[config.mk]
export PLATFORM = sky130hd
export DESIGN_NAME = spi_display_driver
export DESIGN_NICKNAME = d
export VERILOG_FILES = /design/src/rtl/spi_display_driver.sv
export SDC_FILE = /design/constraint.sdc
export NUM_CORES = 1
export LEC_CHECK = 0
export ABC_AREA = 1
export CORE_ASPECT_RATIO = 0.5
export CORE_MARGIN = 2
export CORE_UTILIZATION = 55
export DETAILED_ROUTE_END_ITERATION = 7
export PLACE_DENSITY = 0.89
export SYNTH_ARGS = -nofsm -noshare
export SYNTH_HDL_FRONTEND = slang
export SYNTH_SLANG_ARGS = --single-unit
[constraint.sdc]
create_clock -name clk -period 2.23 [get_ports clk]
set_clock_uncertainty 0.15 [all_clocks]
set_input_delay 0.3345 -clock clk [delete_from_list [all_inputs] [get_ports clk]]
set_output_delay 0.3345 -clock clk [all_outputs]
set_load 0.01 [all_outputs]
[src/rtl/spi_display_driver.sv]
// rtl/spi_display_driver.sv - MAX7219-style SPI display driver: init sequence, then one digit frame per start
module spi_display_driver #(
    parameter int NUM_DIGITS = 6,
    parameter int SCK_DIV    = 2,
    parameter int INTENSITY  = 8
) (
    input  logic                    clk,
    input  logic                    res,
    input  logic                    start,
    input  logic [4*NUM_DIGITS-1:0] digits,
    input  logic [NUM_DIGITS-1:0]   dp_mask,
    output logic                    busy,
    output logic                    done,
    output logic                    sck,
    output logic                    mosi,
    output logic                    cs_n
);

    localparam int             CW         = $clog2(2 * SCK_DIV) + 1;
    localparam logic [CW-1:0]  HALF       = CW'(SCK_DIV);
    localparam logic [CW-1:0]  BIT_LAST   = CW'(2 * SCK_DIV - 1);
    localparam logic [CW-1:0]  GAP_LAST   = CW'(2 * SCK_DIV - 2);
    localparam logic [2:0]     LAST_DIGIT = 3'(NUM_DIGITS - 1);
    localparam logic [7:0]     DECODE     = 8'((1 << NUM_DIGITS) - 1);
    localparam logic [7:0]     SCAN_LIMIT = 8'(NUM_DIGITS - 1);
    localparam logic [7:0]     BRIGHTNESS = 8'(INTENSITY);

    typedef enum logic [2:0] {INIT, IDLE, LOAD, SHIFT, GAP} state_t;

    state_t          state, state_nxt;
    logic [CW-1:0]   div_cnt;
    logic [3:0]      bit_cnt;
    logic [2:0]      word_cnt;
    logic            init_phase;
    logic [15:0]     shreg;
    logic [31:0]     dig_lat;
    logic [7:0]      dp_lat;
    logic            bit_end, gap_end, last_word, accept;

    function automatic logic [15:0] init_word(input logic [1:0] idx);
        case (idx)
            2'd0:    return 16'h0C01;
            2'd1:    return {8'h09, DECODE};
            2'd2:    return {8'h0B, SCAN_LIMIT};
            default: return {8'h0A, BRIGHTNESS};
        endcase
    endfunction

    always_ff @(posedge clk) begin
        if (res) state <= INIT;
        else     state <= state_nxt;
    end

    // The LOAD/INIT cycle is part of the inter-word gap, so GAP itself lasts one cycle less.
    always_comb begin
        state_nxt = state;
        bit_end   = 1'b0;
        gap_end   = 1'b0;
        accept    = 1'b0;
        last_word = init_phase ? (word_cnt == 3'd3) : (word_cnt == LAST_DIGIT);
        done      = 1'b0;
        busy      = 1'b1;
        cs_n      = 1'b1;
        sck       = 1'b0;
        mosi      = 1'b0;
        case (state)
            INIT: state_nxt = SHIFT;
            IDLE: begin
                busy = 1'b0;
                if (start) begin
                    accept    = 1'b1;
                    state_nxt = LOAD;
                end
            end
            LOAD: state_nxt = SHIFT;
            SHIFT: begin
                cs_n = 1'b0;
                sck  = (div_cnt >= HALF);
                mosi = shreg[15];
                if (div_cnt == BIT_LAST) begin
                    bit_end = 1'b1;
                    if (bit_cnt == 4'd15) state_nxt = GAP;
                end
            end
            GAP: begin
                if (div_cnt == GAP_LAST) begin
                    gap_end = 1'b1;
                    if (!last_word) begin
                        state_nxt = init_phase ? INIT : LOAD;
                    end else begin
                        state_nxt = IDLE;
                        if (!init_phase) begin
                            done = 1'b1;
                            busy = 1'b0;
                        end
                    end
                end
            end
            default: state_nxt = INIT;
        endcase
        if (res) begin
            state_nxt = INIT;
            accept    = 1'b0;
            done      = 1'b0;
            busy      = 1'b1;
            cs_n      = 1'b1;
            sck       = 1'b0;
            mosi      = 1'b0;
        end
    end

    always_ff @(posedge clk) begin
        if (res) begin
            div_cnt    <= '0;
            bit_cnt    <= '0;
            word_cnt   <= '0;
            init_phase <= 1'b1;
            shreg      <= '0;
            dig_lat    <= '0;
            dp_lat     <= '0;
        end else begin
            case (state)
                INIT: begin
                    shreg   <= init_word(word_cnt[1:0]);
                    div_cnt <= '0;
                    bit_cnt <= '0;
                end
                IDLE: begin
                    if (accept) begin
                        dig_lat  <= 32'(digits);
                        dp_lat   <= 8'(dp_mask);
                        word_cnt <= '0;
                    end
                end
                LOAD: begin
                    shreg   <= {4'h0, {1'b0, word_cnt} + 4'd1, dp_lat[word_cnt], 3'b000,
                                dig_lat[{word_cnt, 2'b00} +: 4]};
                    div_cnt <= '0;
                    bit_cnt <= '0;
                end
                SHIFT: begin
                    if (bit_end) begin
                        div_cnt <= '0;
                        if (bit_cnt != 4'd15) begin
                            bit_cnt <= bit_cnt + 4'd1;
                            shreg   <= {shreg[14:0], 1'b0};
                        end
                    end else begin
                        div_cnt <= div_cnt + 1'b1;
                    end
                end
                GAP: begin
                    if (gap_end) begin
                        div_cnt <= '0;
                        if (last_word) init_phase <= 1'b0;
                        else           word_cnt   <= word_cnt + 3'd1;
                    end else begin
                        div_cnt <= div_cnt + 1'b1;
                    end
                end
                default: ;
            endcase
        end
    end

endmodule

==> results.cfg <==
[grt]
grt_pass1_wl_um = 11400
grt_max_degree = 53
grt-ovfl-total = 0
first_global_vias = 2671
antenna_found_initial = 0
grt_use_total_pct = 23.8

[layout]
drive_above_1_share_pct = 11.3
fillers = 473
multi_input_area_um2 = 1560
diodes = 0
stdcell_count = 570
nets = 533
syn2layout_area_growth_pct = 20.6
area.sequential_um2 = 1210
utilization_pct = 68.0

[outcome]
status = complete, no violations

[place]
hpwl_um = 4650
place_ws_ps = -26.0
gpl.final_weighted_congestion = 0.879
port_buffers = 37
place_inst = 552

[critical_path]
worst-r2r-setup-slack_ps = 400
crit_type = input pin to output port
r2r-start = word_cnt[0]
required_ps = 1750
cp-start-kind = input pin
rr_endpoint = init_phase
crit_fanout = 5
worstPathArrival_ps = 1660
cp-end-kind = output port
rr_worst_depth = 7

[clock_tree]
cts_tree = done
htreeDepth = 3
cts-buffers-inserted = 9
clk-insertion-delay-late_ps = 350
clock_sinks = 60
path_clk_slew_ps = 60
clock_path_buffers = 2
cts_hold_buf = 0
cts_root_buf = clkbuf_8

[detailed_routing]
wl_um = 6900
vias = 2925
wire_per_inst_um = 12.1
drt-initial-drc-count = 222
viasPerCell = 5.13
drc = 0
dr.pass1.iters = 5
ant_nets = 0

[min_path]
holdPathStages = 2
hp-start = dig_lat[7]
holdPathEnd = dig_lat[7]
hold_path.class = flip-flop to flip-flop

[power_and_ir_drop]
p_per_area_nw_per_um2 = 1120
finalPower_mw = 4.16
p_leak_nw = 1.63
ir_drop_mv = 0.417

[floorplanning]
initial_core_util_pct = 56.4
die_height_um = 56.8
fp.dieArea_um2 = 6230
die_w_um = 110
fp-row-count = 19
core_um2 = 5440
io_pins = 38

[timing]
post-route-min-period_ps = 2140
hold_viol = 0
max_clock_freq_mhz = 467
setup_slack_ps = 88.8
drv_slew = 0
fin_crit_sh_pct = 96.0
tightest_slew_ps = 468
tns_ps = 0
grt_setup_unrepaired = no
setup_viol = 0
relSlewSlack_pct = 68.8

[synthesis]
ys_warn_count = 0
yosys_most_used_dff = dfxtp_1
synth_edf_count = 0
synth_top_area_share_pct = 39.1
yosysSeqAreaShare_pct = 39.1
netlist_area_um2 = 3070
syn_avg_cell_area_um2 = 6.82
synth_fp_nets = 491
yosysTopAreaCell = dfxtp_1
synth_cells = 450
yosys.cell_types.count = 31
synthArstFlopShare_pct = 0
ys_seq_elements = 60
synth_area_leaders = dfxtp_1 39%, nand2_1 14%, nor2_1 9.0%

[flow_run]
max_cap_viol_count = 0
## how the worst max path moves through the flow
stage	from	to	slack, ps	cells after the start
after floorplan	word_cnt[1]	busy	530	8
after global placement	res	cs_n	-30	4
after detailed placement	res	cs_n	-30	4
after CTS	word_cnt[1]	done	-120	6
after global routing	res	cs_n	50	4
final	res	cs_n	90	4
## routing by layer
metal  track usage (%)  wire length, µm  up-vias
li1                  -                -     1517
met1              29.4             3210     1321
met2              38.8             3170       76
met3              8.71              430       11
met4              7.05               87        0
met5                 0                0        -
## Yosys cell counts (all sizes together) (2+ instances only)
| master | count |
|---|---|
| o22ai | 2 |
| nor3 | 3 |
| ha | 8 |
| o21ai | 30 |
| nor2 | 79 |
| nand2 | 121 |
| clkbuf | 7 |
| inv | 54 |
| a211oi | 22 |
| dfxtp | 60 |
| a31oi | 2 |
| nand3 | 25 |
| buf | 10 |
| a21oi | 23 |
## worst max-delay path, cell delays in order
cell and delay, ps:
clkdlybuf4s50_1 500, clkinv_2 130, nand2_1 140, clkdlybuf4s50_1 550
## repair_timing
action / in CTS / in global routing
endpoints found under the hold margin: 0 / 0
gates resized for setup: 7 / 8
pin swaps: 1 / 2
setup buffers: 2 / 0
cloned: 0 / 0
endpoints found under the setup margin: 5 / 3
## final cells by class
class | instances | area share [%]
Clock inverter | 4 | 0.642
Sequential cell | 60 | 32.6
Timing Repair Buffer | 48 | 12.2
Tap cell | 73 | 2.47
Inverter | 55 | 5.68
Multi-Input combinational cell | 318 | 42.2
Clock buffer | 12 | 4.19
## metrics by stage
step	hold slack [ps]	cell area (µm²)
3_3_place_gp	297	3490
2_1_floorplan	289	3070
4_1_cts	318	3680
5_1_grt	328	3700
6_report	315	3700
3_5_place_dp	305	3490
## cell usage in the layout (no fill, tap or decap), types with 4 or more instances in the layout
cell type / n
nor2_1: 72
nor2_2: 4
nand3_1: 24
clkbuf_8: 11
a211oi_1: 22
inv_2: 5
inv_1: 48
clkdlybuf4s50_1: 33
buf_4: 11
o21ai_0: 27
clkinv_2: 4
nand2_1: 115
dfxtp_1: 56
a21oi_1: 20
ha_1: 8
## registers in the layout, summed over array words and instances, names as in the netlist
signal and count:
dig_lat 24, shreg 16, dp_lat 6, bit_cnt 4, div_cnt 3, state 3, word_cnt 3, init_phase 1
## where the power goes
group | switching [mW] | internal (mW)
registers | 0.139 | 1.34
logic | 1.16 | 0.629
clock network | 0.434 | 0.460
## cell families (layout without fill, tap and decap cells)
logic type      Yosys count  count (layout)  share of synthesized area (%)
simple gates            230             230                           31.6
compound gates           79              79                           15.3
buf+inv                  72             119                           10.4
flops                    60              60                           39.1
fa+ha+maj                 8               8                           3.26
xor+xnor                  1               1                          0.285
Power figures use the tool's default switching activity.
